===== src/rtl/wb_stage.sv =====
// wb_stage: write-back stage of the integer pipeline.
// Registers the selected result for the register file one cycle after
// an instruction is accepted. When a load's data has not arrived yet, the
// stage parks in WAIT_LOAD with the load's fields latched. It completes the
// write when memory data becomes valid.
//
// Ports
//   i_clk, i_rst_n    clock, synchronous active-low reset
//   i_valid/o_ready   handshake from MEM (accept = i_valid && o_ready)
//   i_ctrlWB          source select: 0 ALU, 1 load, 2 PC+4, 3 CSR
//   i_funct3          load type (LB/LH/LW/LD/LBU/LHU/LWU)
//   i_addrLow         low load-address bits, select the byte/half/word lane
//   i_regWrite, i_rd  write enable request and destination register
//   i_resultALU, i_pcPlus4, i_csrData   non-load sources
//   i_rdataValid, i_readData            memory response (aligned word)
//   o_wrEn, o_wrAddr, o_wrData          register-file write port
module wb_stage #(
    parameter int XLEN   = 32,
    parameter int REG_AW = 5
) (
    input  logic              i_clk,
    input  logic              i_rst_n,
    input  logic              i_valid,
    output logic              o_ready,
    input  logic [1:0]        i_ctrlWB,
    input  logic [2:0]        i_funct3,
    input  logic [2:0]        i_addrLow,
    input  logic              i_regWrite,
    input  logic [REG_AW-1:0] i_rd,
    input  logic [XLEN-1:0]   i_resultALU,
    input  logic [XLEN-1:0]   i_pcPlus4,
    input  logic [XLEN-1:0]   i_csrData,
    input  logic              i_rdataValid,
    input  logic [XLEN-1:0]   i_readData,
    output logic              o_wrEn,
    output logic [REG_AW-1:0] o_wrAddr,
    output logic [XLEN-1:0]   o_wrData
);

    typedef enum logic {IDLE, WAIT_LOAD} state_e;

    state_e            state_q,   state_d;
    logic [REG_AW-1:0] rd_q,      rd_d;
    logic              regwr_q,   regwr_d;
    logic [2:0]        f3_q,      f3_d;
    logic [2:0]        al_q,      al_d;
    logic              wr_en_q,   wr_en_d;
    logic [REG_AW-1:0] wr_addr_q, wr_addr_d;
    logic [XLEN-1:0]   wr_data_q, wr_data_d;

    // Lane select and extension of a load. Misaligned addresses simply use
    // the truncated lane index, so a halfword at an odd address takes the
    // halfword lane that contains it.
    function automatic logic [XLEN-1:0] load_ext(input logic [2:0]      f3,
                                                 input logic [2:0]      al,
                                                 input logic [XLEN-1:0] d);
        logic [5:0]      bsh, hsh, wsh;
        logic [XLEN-1:0] bs, hs, ws;
        logic [7:0]      b;
        logic [15:0]     h;
        logic [31:0]     w;
        logic [XLEN-1:0] r;
        bsh = (XLEN == 64) ? {al, 3'b000}         : {1'b0, al[1:0], 3'b000};
        hsh = (XLEN == 64) ? {al[2:1], 4'b0000}   : {1'b0, al[1], 4'b0000};
        wsh = (XLEN == 64) ? {al[2], 5'b00000}    : 6'd0;
        bs  = d >> bsh;
        hs  = d >> hsh;
        ws  = d >> wsh;
        b   = bs[7:0];
        h   = hs[15:0];
        w   = ws[31:0];
        case (f3)
            3'b000:  r = XLEN'($signed(b));
            3'b001:  r = XLEN'($signed(h));
            3'b010:  r = XLEN'($signed(w));
            3'b100:  r = XLEN'(b);
            3'b101:  r = XLEN'(h);
            3'b110:  r = XLEN'(w);
            default: r = d;  // LD (and unused encodings) pass the whole word
        endcase
        return r;
    endfunction

    assign o_ready  = (state_q == IDLE);
    assign o_wrEn   = wr_en_q;
    assign o_wrAddr = wr_addr_q;
    assign o_wrData = wr_data_q;

    always_comb begin
        state_d   = state_q;
        rd_d      = rd_q;
        regwr_d   = regwr_q;
        f3_d      = f3_q;
        al_d      = al_q;
        wr_en_d   = 1'b0;
        wr_addr_d = wr_addr_q;
        wr_data_d = wr_data_q;
        case (state_q)
            IDLE: begin
                if (i_valid) begin
                    if (i_ctrlWB != 2'd1) begin
                        wr_en_d   = i_regWrite && (i_rd != '0);
                        wr_addr_d = i_rd;
                        case (i_ctrlWB)
                            2'd0:    wr_data_d = i_resultALU;
                            2'd2:    wr_data_d = i_pcPlus4;
                            default: wr_data_d = i_csrData;
                        endcase
                    end else if (i_rdataValid) begin
                        wr_en_d   = i_regWrite && (i_rd != '0);
                        wr_addr_d = i_rd;
                        wr_data_d = load_ext(i_funct3, i_addrLow, i_readData);
                    end else begin
                        // Data not back yet: keep what is needed to finish later.
                        rd_d    = i_rd;
                        regwr_d = i_regWrite;
                        f3_d    = i_funct3;
                        al_d    = i_addrLow;
                        state_d = WAIT_LOAD;
                    end
                end
            end
            WAIT_LOAD: begin
                // i_valid is ignored here; MEM holds its instruction.
                if (i_rdataValid) begin
                    wr_en_d   = regwr_q && (rd_q != '0);
                    wr_addr_d = rd_q;
                    wr_data_d = load_ext(f3_q, al_q, i_readData);
                    state_d   = IDLE;
                end
            end
            default: state_d = IDLE;
        endcase
    end

    always_ff @(posedge i_clk) begin
        if (!i_rst_n) begin
            state_q   <= IDLE;
            rd_q      <= '0;
            regwr_q   <= 1'b0;
            f3_q      <= '0;
            al_q      <= '0;
            wr_en_q   <= 1'b0;
            wr_addr_q <= '0;
            wr_data_q <= '0;
        end else begin
            state_q   <= state_d;
            rd_q      <= rd_d;
            regwr_q   <= regwr_d;
            f3_q      <= f3_d;
            al_q      <= al_d;
            wr_en_q   <= wr_en_d;
            wr_addr_q <= wr_addr_d;
            wr_data_q <= wr_data_d;
        end
    end

endmodule


===== config.mk =====
export PLATFORM = sky130hd
export DESIGN_NAME = wb_stage
export DESIGN_NICKNAME = d
export VERILOG_FILES = /design/src/rtl/wb_stage.sv
export SDC_FILE = /design/constraint.sdc
export NUM_CORES = 1
export LEC_CHECK = 0
export ABC_CLOCK_PERIOD_IN_PS = 2150
export BUFFER_PORTS_ARGS = -buffer_cell sky130_fd_sc_hd__buf_2
export CORE_ASPECT_RATIO = 0.6
export CORE_UTILIZATION = 48
export CTS_CLUSTER_SIZE = 24
export DETAILED_ROUTE_END_ITERATION = 16
export HOLD_SLACK_MARGIN = 0.1
export PLACE_DENSITY = 0.79
export SYNTH_ARGS = -nofsm -noshare
export SYNTH_HDL_FRONTEND = slang
export SYNTH_SLANG_ARGS = --single-unit

===== constraint.sdc =====
create_clock -name i_clk -period 2.15 [get_ports i_clk]
set_input_delay 0.43 -clock i_clk [delete_from_list [all_inputs] [get_ports i_clk]]
set_output_delay 0.43 -clock i_clk [all_outputs]
set_load 0.02 [all_outputs]

==> qor.csv, run 1 <==
metric,value,unit
status,completed,
synth.avg_cell_area,8.60,um^2
synth_edf_count,0,
leakage,2.54,nW
wl_per_cell,20.4,um
yosys_register_bits,50,
worstMarginPinSlew,0.685,ns
synth.most_common_cell,nand2_1,
initial_core_util,50.7,%
worstPathArrival,2.24,ns
required,2.39,ns
reg2reg_setup_slack,0.16,ns
die_w,121,um
yosysWarnings,0,
viasPerCell,6.40,
slew_viol_final,0,
post-route-min-period,1.99,ns
grt_start_max_net_pins,41,
drt-initial-drc-count,555,
rsz0062_at_grt,no,
synth.net_count,622,
holdCritPathClass,in -> reg,
drive_above_1_share,41.7,%
regArea,0.00100,mm^2
cts_hold_buf,0,
netlist_area,0.00409,mm^2
area_growth,31.6,%
root_buffer,clkbuf_16,
ios,185,
yosys.area.top_type,dfxtp_1,
vias,4874,
firstDrtPassIters,6,
synth.area.top_cells,"dfxtp_1, mux4_2, mux2i_1",
cts_tree,yes,
clock_path_buffers,2,
wl,15.5,mm
post-route-drc-count,0,
n_fill_cell,667,
peakVddDrop,0.302,mV
final_nets,799,
numCtsBuffers,5,
max_stage_delay,0.63,ns
setup_viol_count_final,0,
synthArstFlopShare,0,%
design.core.area,0.00807,mm^2
synthFlopType,dfxtp_1,
fin_area,0.00539,mm^2
synth_top_area_share,24.4,%
crit_type,reg -> reg,
rows,25,
hpwl,11.6,mm
total_power,2.93,mW
worst_skew_pair.late_latency,0.30,ns
placed_cell_area,0.00520,mm^2
synthCells,476,
endpoint_kind,register,
grt_first_pass_wirelength,24.0,mm
clk_pin_slew_worst_paths,0.07,ns
p_per_area,544,mW/mm^2
timing.final.crit_share,92.7,%
first_global_vias,4655,
hold_viol_final,0,
fmax,502,MHz
setup_tns,0,ns
drv_cap,0,
num_antenna_cells,0,
fp.dieArea,0.00891,mm^2
cts.sinks,50,
crit_chain,"or2_2, o32ai_1, nor2_2, nand3_1, a32o_1",
yosys-top-cells-count,"nand2_1, dfxtp_1, mux2i_1",
track_usage,35.4,%
setup_slack,0.157,ns
worst_setup_path_start_kind,register,
whs,0.396,ns
yosysSeqAreaShare,24.4,%
gp_congestion,0.973,
synth.distinct_cells,57,
port_buffers,183,
detail-route-antenna-nets,0,
place_ws,0.0137,ns
overflow,0,
crit_slowest_cell,o32ai_1,
critical_path.max_fanout,9,
skew,0.00546,ns
die_h,73.5,um
h-tree-depth,2,
slew_headroom,54.2,%
antenna_found_initial,0,
multi_input_area,0.00280,mm^2
state kept, by name (all words and copies together) (netlist names):
signal and cells:
o_wrData 32, o_wrAddr 5, regwr_q 1, f3_q 3, state_q 1, o_wrEn 1
rd_q 5, al_q 2
metrics by stage:
stage | utilization [%] | std cells
floorplan | - | 476
global placement | 64.4 | 753
detailed placement | 64.4 | 753
CTS | 66.7 | 762
global route | 66.8 | 762
finish | 66.8 | 762
cell families after synthesis:
group / Yosys count / synth area share (%)
and+or+nand+nor: 135 / 15.7
AOI/OAI and AO/OA: 167 / 32.2
buffers and inverters: 63 / 7.18
DFF: 50 / 24.4
muxes: 61 / 20.4
per-layer routing:
layer | up-vias | wire length (um) | track usage (%)
met5 | - | 0 | 0
met1 | 2250 | 6220 | 46.7
met4 | 0 | 437 | 13.7
met2 | 377 | 6750 | 55.4
met3 | 52 | 2110 | 9.70
li1 | 2195 | - | -
power by group:
part | internal (mW) | total, mW | switching (mW) | leakage, nW
combinational | 0.418 | 0.945 | 0.527 | 2.04
clock | 0.553 | 0.947 | 0.394 | 0.0842
sequential | 0.998 | 1.04 | 0.0399 | 0.412
total | 1.97 | 2.93 | 0.961 | 2.54
placed cells by master (no fill, tap or decap), types with 2 or more instances in the layout:
master | synthesis | layout
a211o_1 | 7 | 7
a211oi_1 | 6 | 6
a211oi_2 | 10 | 10
a21boi_0 | 2 | 2
a21o_1 | 6 | 6
a21oi_1 | 16 | 16
a221o_1 | 14 | 14
a31o_2 | 2 | 2
a31oi_1 | 3 | 3
a32o_1 | 7 | 7
a32oi_1 | 7 | 7
a41oi_1 | 6 | 6
buf_12 | 0 | 5
buf_2 | 16 | 183
buf_4 | 1 | 26
clkbuf_16 | 0 | 5
dfxtp_1 | 50 | 50
inv_1 | 18 | 18
mux2_2 | 10 | 10
mux2i_1 | 33 | 33
mux4_2 | 16 | 16
nand2_1 | 69 | 69
nand2b_1 | 4 | 4
nand3_1 | 17 | 17
nor2_1 | 6 | 5
nor2_2 | 3 | 4
nor2b_1 | 25 | 25
nor3_1 | 2 | 2
o2111ai_1 | 8 | 8
o211a_1 | 5 | 5
o21ai_0 | 23 | 23
o21ai_2 | 2 | 2
o22ai_1 | 32 | 32
or4_1 | 2 | 2
repair_timing:
action	CTS	global route
resized for setup	0	1
buffers inserted	1	0
endpoints found under the setup margin	11	1
pin swaps	1	0
path summary, 6_finish.rpt:
kind	start	end	depth (start not counted)
worst max-delay path	f3_q[1]	o_wrData[13]	5
worst min-delay path	i_regWrite	o_wrEn	3
worst max register to register	f3_q[1]	o_wrData[13]	5
worst min register to register	o_wrData[14]	o_wrData[14]	1
final cells by class:
cell class	instances	share of cell area [%]
Tap cell	108	2.51
Clock buffer	5	2.32
Multi-Input combinational cell	363	52.0
Timing Repair Buffer	214	22.5
Inverter	19	1.32
Sequential cell	50	18.6
Clock inverter	3	0.813
worst max-delay path, delay by kind of cell (launching register included):
family / cells / cell delay (ns)
and+or+nand+nor: 3 / 0.69
AOI/OAI and AO/OA: 2 / 0.80
DFF: 1 / 0.44
Note: power is estimated with default switching activity, not from simulation.
==> inputs of run 2 (changes only) <==
--- a/config.mk
+++ b/config.mk
@@ -13,6 +13,8 @@
 export DETAILED_ROUTE_END_ITERATION = 16
 export HOLD_SLACK_MARGIN = 0.1
 export PLACE_DENSITY = 0.79
+export RECOVER_POWER = 50
+export SLEW_MARGIN = 10
 export SYNTH_ARGS = -nofsm -noshare
 export SYNTH_HDL_FRONTEND = slang
 export SYNTH_SLANG_ARGS = --single-unit
==> qor.csv, run 2 (synthesis results as in run 1) <==
metric,value,unit,change
fp.dieArea,0.00891,mm^2,unchanged
root_buffer,clkbuf_16,,
peakVddDrop,0.300,mV,-0.79%
detail-route-antenna-nets,0,,unchanged
initial_core_util,50.7,%,unchanged
worstPathArrival,2.17,ns,-0.07 ns
first_global_vias,4655,,unchanged
leakage,2.39,nW,-5.9%
ios,185,,unchanged
hpwl,11.6,mm,unchanged
n_fill_cell,690,,+3.4%
setup_viol_count_final,0,,unchanged
firstDrtPassIters,5,,-1
final_nets,799,,unchanged
setup_tns,0,ns,unchanged
required,2.36,ns,-0.03 ns
worstMarginPinSlew,0.641,ns,-0.0435 ns
clk_pin_slew_worst_paths,0.07,ns,about the same
drive_above_1_share,35.6,%,-6.1 points
track_usage,35.4,%,unchanged
numCtsBuffers,5,,unchanged
vias,4875,,+0.021%
critical_path.max_fanout,6,,-3
endpoint_kind,register,,
port_buffers,183,,unchanged
post-route-drc-count,0,,unchanged
cts_tree,yes,,
worst_setup_path_start_kind,register,,
final_common_cell,buf_2,,
clock_path_buffers,2,,unchanged
place_ws,0.0137,ns,unchanged
wl,15.5,mm,about the same
cts.sinks,50,,unchanged
crit_type,reg -> reg,,
power_frac_clock,32.4,%,about the same
viasPerCell,6.40,,about the same
antenna_found_initial,0,,unchanged
setup_slack,0.190,ns,+0.0330 ns
skew,0.00624,ns,+0.000782 ns
overflow,0,,unchanged
worst_skew_pair.late_latency,0.30,ns,about the same
reg2reg_depth,5,,unchanged
rsz0062_at_grt,no,,
drv_cap,0,,unchanged
fmax,510,MHz,+1.7%
die_h,73.5,um,unchanged
gp_congestion,0.973,,unchanged
status,completed,,
largest_register_ffs,32,,unchanged
drt-initial-drc-count,535,,-3.6%
design.core.area,0.00807,mm^2,unchanged
slew_headroom,57.1,%,+2.9 points
final_cell_mix,"buf_2, nand2_1, dfxtp_1, clkbuf_1, mux2i_1",,
area_growth,30.3,%,
p_int,1.95,mW,-1.0%
grt_first_pass_wirelength,24.0,mm,unchanged
p_per_area,545,mW/mm^2,+0.29%
slew_viol_final,0,,unchanged
grt_start_max_net_pins,41,,unchanged
combPwrFrac,31.8,%,-0.5 points
rows,25,,unchanged
p_seq_share,35.7,%,+0.3 points
h-tree-depth,2,,unchanged
wl_per_cell,20.4,um,about the same
num_antenna_cells,0,,unchanged
holdCritPathClass,in -> reg,,
post-route-min-period,1.96,ns,-0.0330 ns
p_switching,0.960,mW,about the same
sw_frac_of_total,33.0,%,+0.21 points
worst_hold_path.num_cells,3,,unchanged
die_w,121,um,unchanged
hold_viol_final,0,,unchanged
timing.final.crit_share,91.2,%,-1.5 points
-- run 2: stage by stage --
| stage | hold WS (ns) | utilization, % | instances | instance area [um^2] | power (mW) |
|---|---|---|---|---|---|
| finish | 0.394 | 66.1 | 762 | 5340 | 2.91 |
| global route | 0.419 | 66.1 | 762 | 5340 | 3.02 |
| CTS | 0.400 | 66.7 | 762 | 5390 | 2.91 |
| detailed placement | 0.461 | 64.4 | 753 | 5200 | 1.97 |
| global placement | 0.452 | 64.4 | 753 | 5200 | 1.95 |
| floorplan | 0.463 | - | 476 | 4090 | 1.59 |
-- run 2: power groups by stage --
stage / Combinational (mW) / Clock (mW) / Sequential (mW)
floorplan: 0.456 / 0 / 1.14
global placement: 0.895 / 0 / 1.05
detailed placement: 0.915 / 0 / 1.06
CTS: 0.928 / 0.949 / 1.04
global route: 0.985 / 0.990 / 1.05
finish: 0.925 / 0.944 / 1.04
-- run 2: layout make-up --
cell class | instances | area (um^2) | area share, %
inverters | 19 | 71.3 | 1.34
well taps | 108 | 135 | 2.53
clock inverters | 3 | 43.8 | 0.821
multi-input cells | 363 | 2800 | 52.5
clock buffers | 5 | 125 | 2.34
repair buffers | 214 | 1160 | 21.7
flip-flops and latches | 50 | 1000 | 18.8
-- run 2: per-layer routing --
metal	global-route usage [%]	share of wire, %	vias to the layer above
met5	0	0	-
met4	13.7	2.7	0
met3	9.70	13	44
met2	55.4	43	356
met1	46.7	41	2282
li1	-	-	2193
-- run 2: worst max-delay path, stage by stage, from the launching register on --
cell,delay [ns]
dfxtp_1,0.42
nor2b_1,0.53
buf_4,0.26
o22ai_1,0.08
a221o_1,0.36
a41oi_1,0.23
-- run 2: path summary, 6_finish.rpt --
kind | from | end | slack, ns
max | al_q[0] | o_wrData[6] | 0.19
min | i_regWrite | o_wrEn | 0.39
max reg2reg | al_q[0] | o_wrData[6] | 0.19
min reg2reg | o_wrData[14] | o_wrData[14] | 0.48
-- run 2: repair_timing --
item	in CTS	in global routing
hold buffers	0	0
pin swaps	1	0
setup buffers	1	0
setup endpoints to repair	11	1
gates resized for setup	0	1
